<file path="src/rtl/scan_seq_ctrl_if.sv">
// Handshake and panel-pin bundle between the scan sequencer and its surroundings.
// slave is the sequencer's view; master is the driving side (engines and system).
interface scan_seq_ctrl_if;
    logic       en;
    logic       vsync;
    logic       clr_req;
    logic       clr_start;
    logic       clr_done;
    logic       frm_start;
    logic       frm_done;
    logic [8:0] c_ctl;
    logic [8:0] f_ctl;
    logic [8:0] p_ctl;
    logic       busy;
    logic       err;
    logic [7:0] drop_cnt;
    logic [2:0] state;

    modport slave (
        input  en, vsync, clr_req, clr_done, frm_done, c_ctl, f_ctl,
        output clr_start, frm_start, p_ctl, busy, err, drop_cnt, state
    );

    modport master (
        output en, vsync, clr_req, clr_done, frm_done, c_ctl, f_ctl,
        input  clr_start, frm_start, p_ctl, busy, err, drop_cnt, state
    );
endinterface

</file>
<file path="src/rtl/scan_seq_ctrl.sv">
// Row-scan sequencer: shares the panel pins between the clear and frame engines,
// aligns frames to vsync, blanks between passes and watchdogs each engine run.
module scan_seq_ctrl #(
    parameter int BLANK_CYC   = 16,
    parameter int TIMEOUT_CYC = 65535
) (
    input  logic           clk,
    input  logic           rst_n,
    scan_seq_ctrl_if.slave bus
);
    typedef enum logic [2:0] {
        IDLE    = 3'd0,
        CLR_RUN = 3'd1,
        WAIT_VS = 3'd2,
        FRM_RUN = 3'd3,
        BLANK   = 3'd4,
        ABORT   = 3'd5
    } state_e;

    // Pin order {col_start,col_shift,lrn,g1,g2,ren,woe,row_data,spare}; only lrn high.
    localparam logic [8:0] SAFE_CTL = 9'h040;
    localparam int BW = (BLANK_CYC > 1) ? $clog2(BLANK_CYC) : 1;
    localparam logic [BW-1:0] BLANK_LAST = BW'(BLANK_CYC - 1);
    localparam logic [15:0]   WD_LAST    = 16'(TIMEOUT_CYC - 1);

    state_e          state_q, state_d;
    logic            clr_pend_q, clr_pend_d;
    logic            clr_start_q, clr_start_d;
    logic            frm_start_q, frm_start_d;
    logic            err_q, err_d;
    logic            vsync_q;
    logic [7:0]      drop_q, drop_d;
    logic [15:0]     wd_q, wd_d;
    logic [BW-1:0]   blank_q, blank_d;
    logic [8:0]      p_ctl_q, p_ctl_d;
    logic            vs_edge;
    logic            run;

    always_comb begin
        vs_edge     = bus.vsync & ~vsync_q;
        run         = (state_q == CLR_RUN) || (state_q == FRM_RUN);
        state_d     = state_q;
        clr_pend_d  = clr_pend_q | bus.clr_req;
        clr_start_d = 1'b0;
        frm_start_d = 1'b0;
        err_d       = err_q;
        // Both counters restart from zero on every entry into their state.
        wd_d        = run ? wd_q + 16'd1 : 16'd0;
        blank_d     = (state_q == BLANK) ? blank_q + BW'(1) : '0;
        drop_d      = drop_q;
        if (vs_edge && (state_q != WAIT_VS) && (drop_q != 8'hFF))
            drop_d = drop_q + 8'd1;

        case (state_q)
            IDLE: begin
                if (bus.en) begin
                    if (clr_pend_q) begin
                        state_d     = CLR_RUN;
                        clr_start_d = 1'b1;
                        clr_pend_d  = bus.clr_req;
                    end else begin
                        state_d = WAIT_VS;
                    end
                end
            end
            CLR_RUN: begin
                if (bus.clr_done) begin
                    state_d = BLANK;
                end else if (wd_q == WD_LAST) begin
                    state_d    = ABORT;
                    err_d      = 1'b1;
                    clr_pend_d = 1'b1;
                end
            end
            WAIT_VS: begin
                if (!bus.en || clr_pend_q) begin
                    state_d = IDLE;
                end else if (vs_edge) begin
                    state_d     = FRM_RUN;
                    frm_start_d = 1'b1;
                end
            end
            FRM_RUN: begin
                if (bus.frm_done) begin
                    state_d = BLANK;
                end else if (wd_q == WD_LAST) begin
                    state_d    = ABORT;
                    err_d      = 1'b1;
                    clr_pend_d = 1'b1;
                end
            end
            BLANK: begin
                if (blank_q == BLANK_LAST)
                    state_d = (bus.en && !clr_pend_q) ? WAIT_VS : IDLE;
            end
            ABORT:   state_d = BLANK;
            default: state_d = IDLE;
        endcase

        // Pins follow the running engine one cycle late; an abort snaps them safe at once.
        case (state_q)
            CLR_RUN: p_ctl_d = bus.c_ctl;
            FRM_RUN: p_ctl_d = bus.f_ctl;
            default: p_ctl_d = SAFE_CTL;
        endcase
        if (state_d == ABORT)
            p_ctl_d = SAFE_CTL;
    end

    always_ff @(posedge clk or negedge rst_n) begin
        if (!rst_n) begin
            state_q     <= IDLE;
            clr_pend_q  <= 1'b1;
            clr_start_q <= 1'b0;
            frm_start_q <= 1'b0;
            err_q       <= 1'b0;
            vsync_q     <= 1'b0;
            drop_q      <= 8'd0;
            wd_q        <= 16'd0;
            blank_q     <= '0;
            p_ctl_q     <= SAFE_CTL;
        end else begin
            state_q     <= state_d;
            clr_pend_q  <= clr_pend_d;
            clr_start_q <= clr_start_d;
            frm_start_q <= frm_start_d;
            err_q       <= err_d;
            vsync_q     <= bus.vsync;
            drop_q      <= drop_d;
            wd_q        <= wd_d;
            blank_q     <= blank_d;
            p_ctl_q     <= p_ctl_d;
        end
    end

    assign bus.clr_start = clr_start_q;
    assign bus.frm_start = frm_start_q;
    assign bus.p_ctl     = p_ctl_q;
    assign bus.busy      = (state_q != IDLE);
    assign bus.err       = err_q;
    assign bus.drop_cnt  = drop_q;
    assign bus.state     = state_q;
endmodule

</file>
<file path="src/flat_wrapper.sv">
// flat-port wrapper written by rule: the top's interface ports become plain ports
module scan_seq_ctrl_flat 
#(
    parameter int BLANK_CYC   = 16,
    parameter int TIMEOUT_CYC = 65535
)
  (clk, rst_n, bus_en, bus_vsync, bus_clr_req, bus_clr_done, bus_frm_done, bus_c_ctl, bus_f_ctl, bus_clr_start, bus_frm_start, bus_p_ctl, bus_busy, bus_err, bus_drop_cnt, bus_state);
  scan_seq_ctrl_if bus_i ();
  input  logic clk;
  input  logic rst_n;
  input wire logic [$bits(bus_i.en)-1:0] bus_en;
  input wire logic [$bits(bus_i.vsync)-1:0] bus_vsync;
  input wire logic [$bits(bus_i.clr_req)-1:0] bus_clr_req;
  input wire logic [$bits(bus_i.clr_done)-1:0] bus_clr_done;
  input wire logic [$bits(bus_i.frm_done)-1:0] bus_frm_done;
  input wire logic [$bits(bus_i.c_ctl)-1:0] bus_c_ctl;
  input wire logic [$bits(bus_i.f_ctl)-1:0] bus_f_ctl;
  output wire logic [$bits(bus_i.clr_start)-1:0] bus_clr_start;
  output wire logic [$bits(bus_i.frm_start)-1:0] bus_frm_start;
  output wire logic [$bits(bus_i.p_ctl)-1:0] bus_p_ctl;
  output wire logic [$bits(bus_i.busy)-1:0] bus_busy;
  output wire logic [$bits(bus_i.err)-1:0] bus_err;
  output wire logic [$bits(bus_i.drop_cnt)-1:0] bus_drop_cnt;
  output wire logic [$bits(bus_i.state)-1:0] bus_state;
  assign bus_i.en = bus_en;
  assign bus_i.vsync = bus_vsync;
  assign bus_i.clr_req = bus_clr_req;
  assign bus_i.clr_done = bus_clr_done;
  assign bus_i.frm_done = bus_frm_done;
  assign bus_i.c_ctl = bus_c_ctl;
  assign bus_i.f_ctl = bus_f_ctl;
  assign bus_clr_start = bus_i.clr_start;
  assign bus_frm_start = bus_i.frm_start;
  assign bus_p_ctl = bus_i.p_ctl;
  assign bus_busy = bus_i.busy;
  assign bus_err = bus_i.err;
  assign bus_drop_cnt = bus_i.drop_cnt;
  assign bus_state = bus_i.state;
  scan_seq_ctrl #(.BLANK_CYC(BLANK_CYC), .TIMEOUT_CYC(TIMEOUT_CYC)) u_core (.clk(clk), .rst_n(rst_n), .bus(bus_i));
endmodule
</file>
<file path="config.mk">
export PLATFORM = sky130hd
export DESIGN_NAME = scan_seq_ctrl_flat
export DESIGN_NICKNAME = d
export VERILOG_FILES = /design/src/rtl/scan_seq_ctrl_if.sv /design/src/rtl/scan_seq_ctrl.sv /design/src/flat_wrapper.sv
export SDC_FILE = /design/constraint.sdc
export NUM_CORES = 1
export LEC_CHECK = 0
export ABC_AREA = 1
export CORE_MARGIN = 1.5
export CORE_UTILIZATION = 50
export DETAILED_ROUTE_END_ITERATION = 6
export PLACE_DENSITY = 0.78
export SLEW_MARGIN = 15
export SYNTH_ARGS = -nofsm -noshare
export SYNTH_HDL_FRONTEND = slang
export SYNTH_SLANG_ARGS = --single-unit
</file>
<file path="constraint.sdc">
create_clock -name clk -period 1.5 [get_ports clk]
set_input_delay 0.225 -clock clk [delete_from_list [all_inputs] [get_ports clk]]
set_output_delay 0.225 -clock clk [all_outputs]
set_load 0.005 [all_outputs]
</file>
==> results of run 1 <==
cell type report:
type / count / area share, %
well taps: 54 / 2.095
clock inverters: 1 / 0.2716
clock buffers: 7 / 2.367
repair buffers: 69 / 19.87
flip-flops and latches: 45 / 35.04
multi-input cells: 217 / 35.62
inverters: 40 / 4.734
sequential cells by signal, indices dropped and copies added (netlist names):
signal	cells
u_core.bus.frm_start	1
u_core.clr_pend_q	1
u_core.bus.clr_start	1
u_core.bus.err	1
u_core.bus.p_ctl	9
u_core.wd_q	16
u_core.vsync_q	1
u_core.bus.state	3
u_core.bus.drop_cnt	8
u_core.blank_q	4
per-stage QoR:
stage	power, uW	worst slack (ns)	cell area [um^2]	hold WS [ns]	TNS (ns)
floorplan	2014	0.2412	2404	-0.07059	0
finish	3405	0.03051	3224	0.3819	0
detailed placement	2522	0.01318	2990	0.2039	0
global route	3618	-0.05209	3224	0.3741	-0.2684
global placement	2480	0.07150	2990	0.1961	0
CTS	3361	-0.006856	3147	0.3819	-0.006856
metal layers:
| layer | routed length (um) | global-route usage [%] |
|---|---|---|
| met5 | 0 | 0 |
| met4 | 70 | 6.289 |
| met3 | 339 | 6.528 |
| met2 | 2789 | 38.27 |
| met1 | 2362 | 26.41 |
power groups by stage:
stage               clock, uW  sequential (uW)  combinational, uW
floorplan                   0             1540                473
global placement            0             1540                937
detailed placement          0             1550                969
CTS                       761             1480               1120
global route              815             1500               1300
finish                    750             1480               1170
layout by cell type, fill, tap and decap left out, types with 4 or more instances in the layout:
cell             instances
a21oi_1                 23
buf_4                   18
clkbuf_8                 5
clkdlybuf4s50_1         40
dfrtp_1                 42
ha_1                     4
inv_1                   34
inv_2                    5
nand2_1                 74
nand2_2                  6
nand3_1                 12
nand3_2                  4
nand4_1                  8
nor2_1                  44
nor2_4                   8
o21ai_0                  5
o21bai_1                 4
xor2_1                   5
worst min-delay path by stage:
| stage | slack [ns] | to | startpoint |
|---|---|---|---|
| finish | 0.38 | u_core.vsync_q$_DFF_PN0_ | bus_vsync |
| global route | 0.37 | u_core.vsync_q$_DFF_PN0_ | bus_vsync |
| CTS | 0.38 | u_core.vsync_q$_DFF_PN0_ | bus_vsync |
| detailed placement | 0.20 | u_core.bus.p_ctl[0]$_DFF_PN0_ | rst_n |
| global placement | 0.20 | u_core.bus.p_ctl[0]$_DFF_PN0_ | rst_n |
| floorplan | -0.07 | u_core.blank_q[0]$_DFF_PN0_ | rst_n |
logic make-up after synthesis:
kind of cell	Yosys count
buffers and inverters	42
flip-flops	45
adder cells (fa/ha/maj)	4
AND/OR/NAND/NOR	167
XOR/XNOR	8
AO/OA/AOI/OAI	37
timing repair:
item,CTS,global route
cloned,0,1
hold endpoints to repair,43,0
setup buffers,8,4
hold buffers,1,0
endpoints found under the setup margin,6,23
pin swaps,1,2
resized for setup,7,15
critical path, stage by stage, from the launching register on:
cell	delay, ns
dfrtp_2	0.41
buf_4	0.14
buf_4	0.14
nor2_4	0.17
nand2_2	0.14
nor2_4	0.19
nor2_4	0.07
a21oi_1	0.15
==> results.tsv, run 1 <==
stage	metric	value	unit
layout	register area	1130	um^2
worst_setup_path	reg2reg end	u_core.bus.p_ctl[7]$_DFF_PN0_	
timing	Final Hold Viols	0	
pwr	part of the power in registers	43.6	%
cts	total CTS buffers	5	
floorplanning	DIE AREA	5232	um^2
worst_setup_path	Reg2Reg Depth	7	
logic_synthesis	top cell type by total area after synthesis	dfrtp_1	
timing	Pins Over Slew Limit	0	
placement	Routability Congestion	0.8526	
timing	unrepaired setup endpoints after global routing	true	
logic_synthesis	Yosys warning total	0	
min_path	Hold Crit Class	in -> reg	
layout	multi-input logic area	1149	um^2
logic_synthesis	synth top area cells	dfrtp_1, nand2_1, nor2_1	
timing	Final setup viols	0	
detailed_routing	WL final	5561	um
flow_run	Max-cap violations	0	
floorplanning	Die H	72.34	um
placement	Placed Instances	411	
layout	final core occ	69.18	%
worst_setup_path	critical path arrival	1.70	ns
pwr	Clk pwr share	22.0	%
grt	initial antenna violation count	0	
pwr	P per Cell Area	1056	nW/um^2
logic_synthesis	most frequent cell after synthesis	nand2_1	
pwr	Psw	1089	uW
worst_setup_path	Worst Setup Path Type	reg -> reg	
min_path	worst hold path depth	1	
pwr	Logic pwr share	34.4	%
logic_synthesis	Synth Net Count	332	
worst_setup_path	Worst Path Required	1.73	ns
grt	total gr overflow	0	
cts	Reg clk slew, reported paths	0.09	ns
cts	CTS tree	yes	
logic_synthesis	#FFs+latches synth	45	
logic_synthesis	post-synthesis mux area share	0	%
layout	Fillers	392	
timing	worst slew pin tran	0.3637	ns
floorplanning	Die W	72.34	um
pwr	Static Leak	0.001501	uW
logic_synthesis	Synth Area in Simple Gates	32.59	%
pwr	maximum VDD drop	0.0007019	V
logic_synthesis	Compound-Gate Fraction of Synth Area	8.537	%
cts	clock buffer depth	2	
timing	max_slew headroom	75.75	%
grt	pin count of the biggest net entering global routing	29	
layout	non-filler cells, final	433	
logic_synthesis	largest family of logic cells by synthesized area	simple AND/OR/NAND/NOR gates	
cts	Clock H-tree levels	2	
layout	antenna cells	0	
detailed_routing	first-pass iteration count of the detailed router	4	
layout	share of cells above drive strength 1	16.62	%
logic_synthesis	Synth Instances	303	
worst_setup_path	CP endpoint kind	flip-flop	
logic_synthesis	Post-Synth Adder-Cell Area	2.082	%
logic_synthesis	ys async rst share	100.0	%
grt	first-pass GRT wire length	9114	um
timing	Final Cycle Share	97.97	%
floorplanning	io pins	49	
outcome	status	complete, no violations	
timing	Tmin final	1.469	ns
cts	CTS sink cnt	45	
worst_setup_path	FF-to-FF Start	u_core.bus.state[2]$_DFF_PN0_	
pwr	Internal Power	2316	uW
timing	clk_skew	0.01251	ns
cts	clock tree root driver cell	clkbuf_8	
logic_synthesis	top-area cell type share of the netlist area	44.77	%
layout	Area Overhead vs Synth	34.15	%
logic_synthesis	Mapped Area	2404	um^2
grt	Total GRT Usage	21.98	%
placement	DP HPWL	3998	um
worst_setup_path	R2R setup slack	0.03	ns
worst_setup_path	CP endpoint	u_core.bus.p_ctl[7]$_DFF_PN0_	
worst_setup_path	crit path launch type	flip-flop	
detailed_routing	DR iter-0 viols	122	
grt	vias in the first global route	2152	
logic_synthesis	Synth Area in XOR/XNOR	2.915	%
logic_synthesis	Main synth FF type	dfrtp_1	
floorplanning	Core ar.	4661	um^2
layout	fin nets	407	
detailed_routing	Antenna Nets Post-Route	0	
logic_synthesis	synthesized area per cell	7.933	um^2
worst_setup_path	CP Max Fanout	6	
logic_synthesis	Post-synth top cells	nand2_1, nor2_1, dfrtp_1	
timing	Max Clock Freq	680.5	MHz
floorplanning	Rows	25	
placement	PortBufs	48	
detailed_routing	vias per cell	5.118	
detailed_routing	Routed WL per cell	12.84	um
detailed_routing	Vias	2216	
logic_synthesis	Post-synth EDFFs	0	
detailed_routing	drt drc	0	
floorplanning	Initial Utilization	51.57	%
logic_synthesis	Cell variety after synth	31	
cts	worst skew pair latency	0.30	ns
worst_setup_path	crit path from	u_core.bus.state[2]$_DFF_PN0_	
pwr	switching fraction of total power	31.98	%
logic_synthesis	sequential area share after synthesis	46.95	%
(Power assumes the default switching activity.)
==> inputs of run 2 (changes only) <==
Clock period 1.5 ns to 1.6 ns, I/O delays scaled along.
==> results.tsv, run 2 (synthesis results as in run 1) <==
stage	metric	value	unit	change
worst_setup_path	critical path arrival	1.32	ns	was 1.70 ns
layout	antenna cells	0		unchanged
timing	clk_skew	0.006779	ns	was 0.01251 ns
timing	setup tns final	0	ns	unchanged
placement	DP HPWL	3962	um	was 3998 um
grt	met2 Usage GRT	37.86	%	was 38.27%
placement	PortBufs	48		unchanged
timing	final worst-path setup slack	0.04085	ns	was 0.03051 ns
cts	CTS tree	yes		unchanged
timing	Final setup viols	0		unchanged
worst_setup_path	crit path launch type	flip-flop		unchanged
pwr	Static Leak	0.001396	uW	was 0.001501 uW
layout	commonest non-fill, non-tap cell in the layout	nand2_1		unchanged
floorplanning	Core ar.	4661	um^2	unchanged
grt	met1 GRT Util	25.13	%	was 26.41%
grt	Total GRT Usage	21.53	%	was 21.98%
pwr	maximum VDD drop	0.0007248	V	was 0.0007019 V
layout	non-filler cells, final	420		was 433
floorplanning	Die W	72.34	um	unchanged
grt	GRT Max-Usage Layer	met2		unchanged
detailed_routing	Antenna Nets Post-Route	0		unchanged
detailed_routing	first-pass iteration count of the detailed router	4		unchanged
timing	Final Cycle Share	97.45	%	
placement	Placed Instances	407		was 411
detailed_routing	DR iter-0 viols	110		was 122
floorplanning	Rows	25		unchanged
grt	initial antenna violation count	0		unchanged
detailed_routing	Routed WL per cell	12.19	um	was 12.84 um
timing	max_slew headroom	67.76	%	was 75.75%
floorplanning	io pins	49		unchanged
worst_setup_path	Worst Path Required	1.36	ns	was 1.73 ns
layout	final core occ	66.66	%	was 69.18%
timing	Max Clock Freq	641.4	MHz	
timing	Pins Over Slew Limit	0		unchanged
floorplanning	Initial Utilization	51.57	%	unchanged
layout	Fillers	398		was 392
flow_run	Max-cap violations	0		unchanged
floorplanning	Die H	72.34	um	unchanged
worst_setup_path	FF-to-FF Start	u_core.bus.state[2]$_DFF_PN0_		unchanged
detailed_routing	vias per cell	5.043		was 5.118
timing	Tmin final	1.559	ns	
pwr	P per Cell Area	982.8	nW/um^2	was 1056 nW/um^2
detailed_routing	Vias	2118		was 2216
outcome	status	complete, no violations		unchanged
layout	Largest register FFs	16		unchanged
grt	first-pass GRT wire length	8818	um	was 9114 um
floorplanning	DIE AREA	5232	um^2	unchanged
min_path	Hold Crit Class	in -> async		was in -> reg
worst_setup_path	CP endpoint kind	output port		was flip-flop
worst_setup_path	R2R setup slack	0.16	ns	was 0.03 ns
timing	worst slew pin tran	0.4836	ns	was 0.3637 ns
worst_setup_path	Reg2Reg Depth	6		was 7
worst_setup_path	CP Max Fanout	4		was 6
worst_setup_path	Worst Setup Path Type	reg -> out		was reg -> reg
placement	Routability Congestion	0.8437		was 0.8526
timing	Final Hold Viols	0		unchanged
cts	clock tree root driver cell	clkbuf_8		unchanged
layout	most frequent cells in the layout	nand2_1, nor2_1, clkdlybuf4s50_1		was nand2_1, nor2_1, dfrtp_1
detailed_routing	drt drc	0		unchanged
layout	fin nets	394		was 407
cts	clock buffer depth	2		unchanged
cts	worst skew pair latency	0.30	ns	about the same
grt	vias in the first global route	2084		was 2152
cts	total CTS buffers	5		unchanged
timing	unrepaired setup endpoints after global routing	false		was true
layout	Most flops, register	u_core.wd_q		unchanged
detailed_routing	WL final	5119	um	was 5561 um
grt	M3 GR Usage	5.278	%	was 6.528%
grt	pin count of the biggest net entering global routing	26		was 29
worst_setup_path	reg2reg end	u_core.bus.p_ctl[1]$_DFF_PN0_		was u_core.bus.p_ctl[7]$_DFF_PN0_
layout	share of cells above drive strength 1	12.02	%	was 16.62%
cts	CTS sink cnt	45		unchanged
cts	Reg clk slew, reported paths	0.08	ns	was 0.09 ns
placement	worst slack, placed	0.07978	ns	was 0.01318 ns
cts	Clock H-tree levels	2		unchanged
grt	total gr overflow	0		unchanged
layout	Area Overhead vs Synth	29.26	%	was 34.15%
==> run 2: per-stage QoR <==
| stage | power [uW] | instance area, um^2 | hold WS, ns |
|---|---|---|---|
| after floorplan | 1888 | 2404 | -0.05559 |
| after global placement | 2293 | 2973 | 0.2273 |
| after global routing | 3240 | 3107 | 0.4232 |
| final | 3053 | 3107 | 0.4209 |
| after detailed placement | 2319 | 2973 | 0.2359 |
| after CTS | 3061 | 3094 | 0.4312 |
==> run 2: critical path, stage by stage, from the launching register on <==
cell and delay [ns]:
dfrtp_1 0.37, buf_4 0.15, clkdlybuf4s50_1 0.50
==> run 2: power by group <==
group / internal (uW) / switching (uW) / total [uW]
Combinational: 479 / 450 / 930
Sequential: 1290 / 132 / 1430
Clock: 309 / 387 / 697
Total: 2080 / 970 / 3050
==> run 2: metal layers <==
layer	vias up	share of wire, %
li1	1085	-
met5	-	0
met4	0	1.7
met2	52	52
met1	974	41
met3	7	5.1
==> run 2: timing repair <==
action                                  in CTS  in global routing
hold buffers                                 1                  0
endpoints found under the hold margin       20                  0
gates resized for setup                      3                  2
endpoints found under the setup margin       1                  2
cloned                                       0                  0
buffers inserted                             3                  1
==> run 2: how the worst max path moves through the flow <==
stage,startpoint,endpoint,slack (ns),cells past startpoint
after floorplan,u_core.bus.drop_cnt[0]$_DFFE_PN0P_,u_core.bus.drop_cnt[5]$_DFFE_PN0P_,0.34,8
after global placement,bus_vsync,u_core.bus.drop_cnt[5]$_DFFE_PN0P_,0.16,9
after detailed placement,bus_vsync,u_core.bus.drop_cnt[5]$_DFFE_PN0P_,0.08,9
after CTS,u_core.bus.p_ctl[6]$_DFF_PN1_,bus_p_ctl[6],0.02,1
after global routing,u_core.bus.state[1]$_DFF_PN0_,bus_state[1],0.003,2
final,u_core.bus.state[1]$_DFF_PN0_,bus_state[1],0.04,2
==> run 2: final cells by class <==
type	instances	area (um^2)	share of cell area, %
inverters	40	150.1	4.833
clock inverters	1	7.507	0.2416
clock buffers	7	76.32	2.457
repair buffers	57	561.8	18.08
flip-flops and latches	45	1130	36.37
multi-input cells	216	1114	35.84
well taps	54	67.56	2.175
==> inputs of run 3 (changes only) <==
Settings changed: SETUP_SLACK_MARGIN from default to 0.02.
==> results.tsv, run 3 (synthesis results as in run 1) <==
stage	metric	value	unit	change
detailed_routing	WL final	5166	um	was 5119 um
layout	final core occ	66.98	%	was 66.66%
worst_setup_path	Worst Path Required	1.36	ns	about the same
layout	Fillers	395		was 398
pwr	maximum VDD drop	0.0007292	V	was 0.0007248 V
worst_setup_path	FF-to-FF Start	u_core.bus.state[2]$_DFF_PN0_		unchanged
timing	setup tns final	0	ns	unchanged
grt	initial antenna violation count	0		unchanged
worst_setup_path	CP endpoint kind	output port		unchanged
floorplanning	DIE AREA	5232	um^2	unchanged
grt	first-pass GRT wire length	8818	um	unchanged
timing	max_slew headroom	67.76	%	about the same
layout	Most flops, register	u_core.wd_q		unchanged
cts	clock tree root driver cell	clkbuf_8		unchanged
detailed_routing	Routed WL per cell	12.24	um	was 12.19 um
worst_setup_path	CP bufs+invs	2		unchanged
timing	Final Cycle Share	96.17	%	was 97.45%
timing	Pins Over Slew Limit	0		unchanged
detailed_routing	Vias	2146		was 2118
cts	worst skew pair latency	0.30	ns	about the same
timing	clk_skew	0.007186	ns	was 0.006779 ns
placement	DP HPWL	3962	um	unchanged
pwr	Static Leak	0.001406	uW	was 0.001396 uW
timing	worst slew pin tran	0.4837	ns	was 0.4836 ns
layout	multi-input logic area	1114	um^2	unchanged
grt	Total GRT Usage	21.53	%	unchanged
pwr	P per Cell Area	980.4	nW/um^2	was 982.8 nW/um^2
layout	antenna cells	0		unchanged
worst_setup_path	crit path launch type	flip-flop		unchanged
timing	Final Hold Viols	0		unchanged
worst_setup_path	Worst Setup Path Type	reg -> out		unchanged
cts	total CTS buffers	5		unchanged
placement	placed inst area	2973	um^2	unchanged
layout	Largest register FFs	16		unchanged
floorplanning	io pins	49		unchanged
timing	final worst-path setup slack	0.06123	ns	was 0.04085 ns
placement	worst slack, placed	0.07978	ns	unchanged
detailed_routing	DR iter-0 viols	113		was 110
worst_setup_path	Largest delay share family, worst path	buffers and inverters		unchanged
worst_setup_path	Worst path max stage delay	0.49	ns	was 0.50 ns
grt	vias in the first global route	2084		unchanged
timing	Final setup viols	0		unchanged
timing	Max Clock Freq	649.9	MHz	was 641.4 MHz
timing	unrepaired setup endpoints after global routing	false		unchanged
timing	Tmin final	1.539	ns	was 1.559 ns
worst_setup_path	crit path from	u_core.bus.state[1]$_DFF_PN0_		unchanged
detailed_routing	first-pass iteration count of the detailed router	4		unchanged
floorplanning	Die W	72.34	um	unchanged
placement	Routability Congestion	0.8437		unchanged
detailed_routing	drt drc	0		unchanged
cts	CTS tree	yes		unchanged
worst_setup_path	Reg2Reg Depth	6		unchanged
floorplanning	Rows	25		unchanged
worst_setup_path	worst path cell trace	buf_6 -> clkdlybuf4s50_1		was buf_4 -> clkdlybuf4s50_1
layout	commonest non-fill, non-tap cell in the layout	nand2_1		unchanged
outcome	status	complete, no violations		unchanged
flow_run	Max-cap violations	0		unchanged
layout	most frequent cells in the layout	nand2_1, nor2_1, clkdlybuf4s50_1		unchanged
layout	Final Instance Area	3122	um^2	was 3107 um^2
detailed_routing	Antenna Nets Post-Route	0		unchanged
worst_setup_path	reg2reg end	u_core.bus.p_ctl[1]$_DFF_PN0_		unchanged
detailed_routing	vias per cell	5.085		was 5.043
cts	CTS sink cnt	45		unchanged
grt	total gr overflow	0		unchanged
worst_setup_path	R2R setup slack	0.16	ns	about the same
worst_setup_path	CP Max Fanout	4		unchanged
worst_setup_path	Crit-path slowest cell	clkdlybuf4s50_1		unchanged
layout	Area Overhead vs Synth	29.88	%	was 29.26%
floorplanning	Die H	72.34	um	unchanged
cts	Reg clk slew, reported paths	0.08	ns	about the same
floorplanning	Initial Utilization	51.57	%	unchanged
grt	pin count of the biggest net entering global routing	26		unchanged
cts	clock buffer depth	2		unchanged
placement	PortBufs	48		unchanged
cts	Clock H-tree levels	2		unchanged
min_path	Hold Crit Class	in -> async		unchanged
worst_setup_path	critical path arrival	1.30	ns	was 1.32 ns
layout	fin nets	396		was 394
layout	share of cells above drive strength 1	12.50	%	was 12.02%
floorplanning	Core ar.	4661	um^2	unchanged
layout	register area	1130	um^2	unchanged
## run 3: timing repair
action	CTS	global route
resized for setup	4	2
hold buffers	1	0
endpoints found under the hold margin	20	0
setup buffers	3	3
endpoints found under the setup margin	2	2
## run 3: final cells by class
class | instances | area share, %
tap | 54 | 2.164
clock inverter | 1 | 0.2405
inverter | 40 | 4.810
timing repair buffer | 59 | 18.48
clock buffer | 7 | 2.445
sequential | 45 | 36.19
multi-input combinational | 216 | 35.67
## run 3: how the worst max path moves through the flow
stage	end	cells past startpoint	slack (ns)
after floorplan	u_core.bus.drop_cnt[5]$_DFFE_PN0P_	8	0.34
after global placement	u_core.bus.drop_cnt[5]$_DFFE_PN0P_	9	0.16
after detailed placement	u_core.bus.drop_cnt[5]$_DFFE_PN0P_	9	0.08
after CTS	bus_state[2]	2	0.03
after global routing	bus_state[1]	2	0.02
final	bus_state[1]	2	0.06
## run 3: metrics by stage
step | hold slack, ns | instances | total power (uW)
floorplan | -0.05559 | 303 | 1888
global placement | 0.2273 | 407 | 2293
detailed placement | 0.2359 | 407 | 2319
CTS | 0.4312 | 419 | 3059
global route | 0.4232 | 422 | 3246
finish | 0.4215 | 422 | 3060
## run 3: power by group
group | internal (uW) | total, uW | switching, uW
clock | 309 | 697 | 387
sequential | 1290 | 1430 | 133
combinational | 483 | 937 | 453
total | 2090 | 3060 | 973
## run 3: per-layer routing
metal | vias to the layer above | share of wire (%) | global-route usage, %
met5 | - | 0 | 0
met4 | 0 | 1.7 | 8.805
met1 | 1000 | 41 | 25.13
li1 | 1085 | - | -
met2 | 54 | 52 | 37.86
met3 | 7 | 4.9 | 5.278
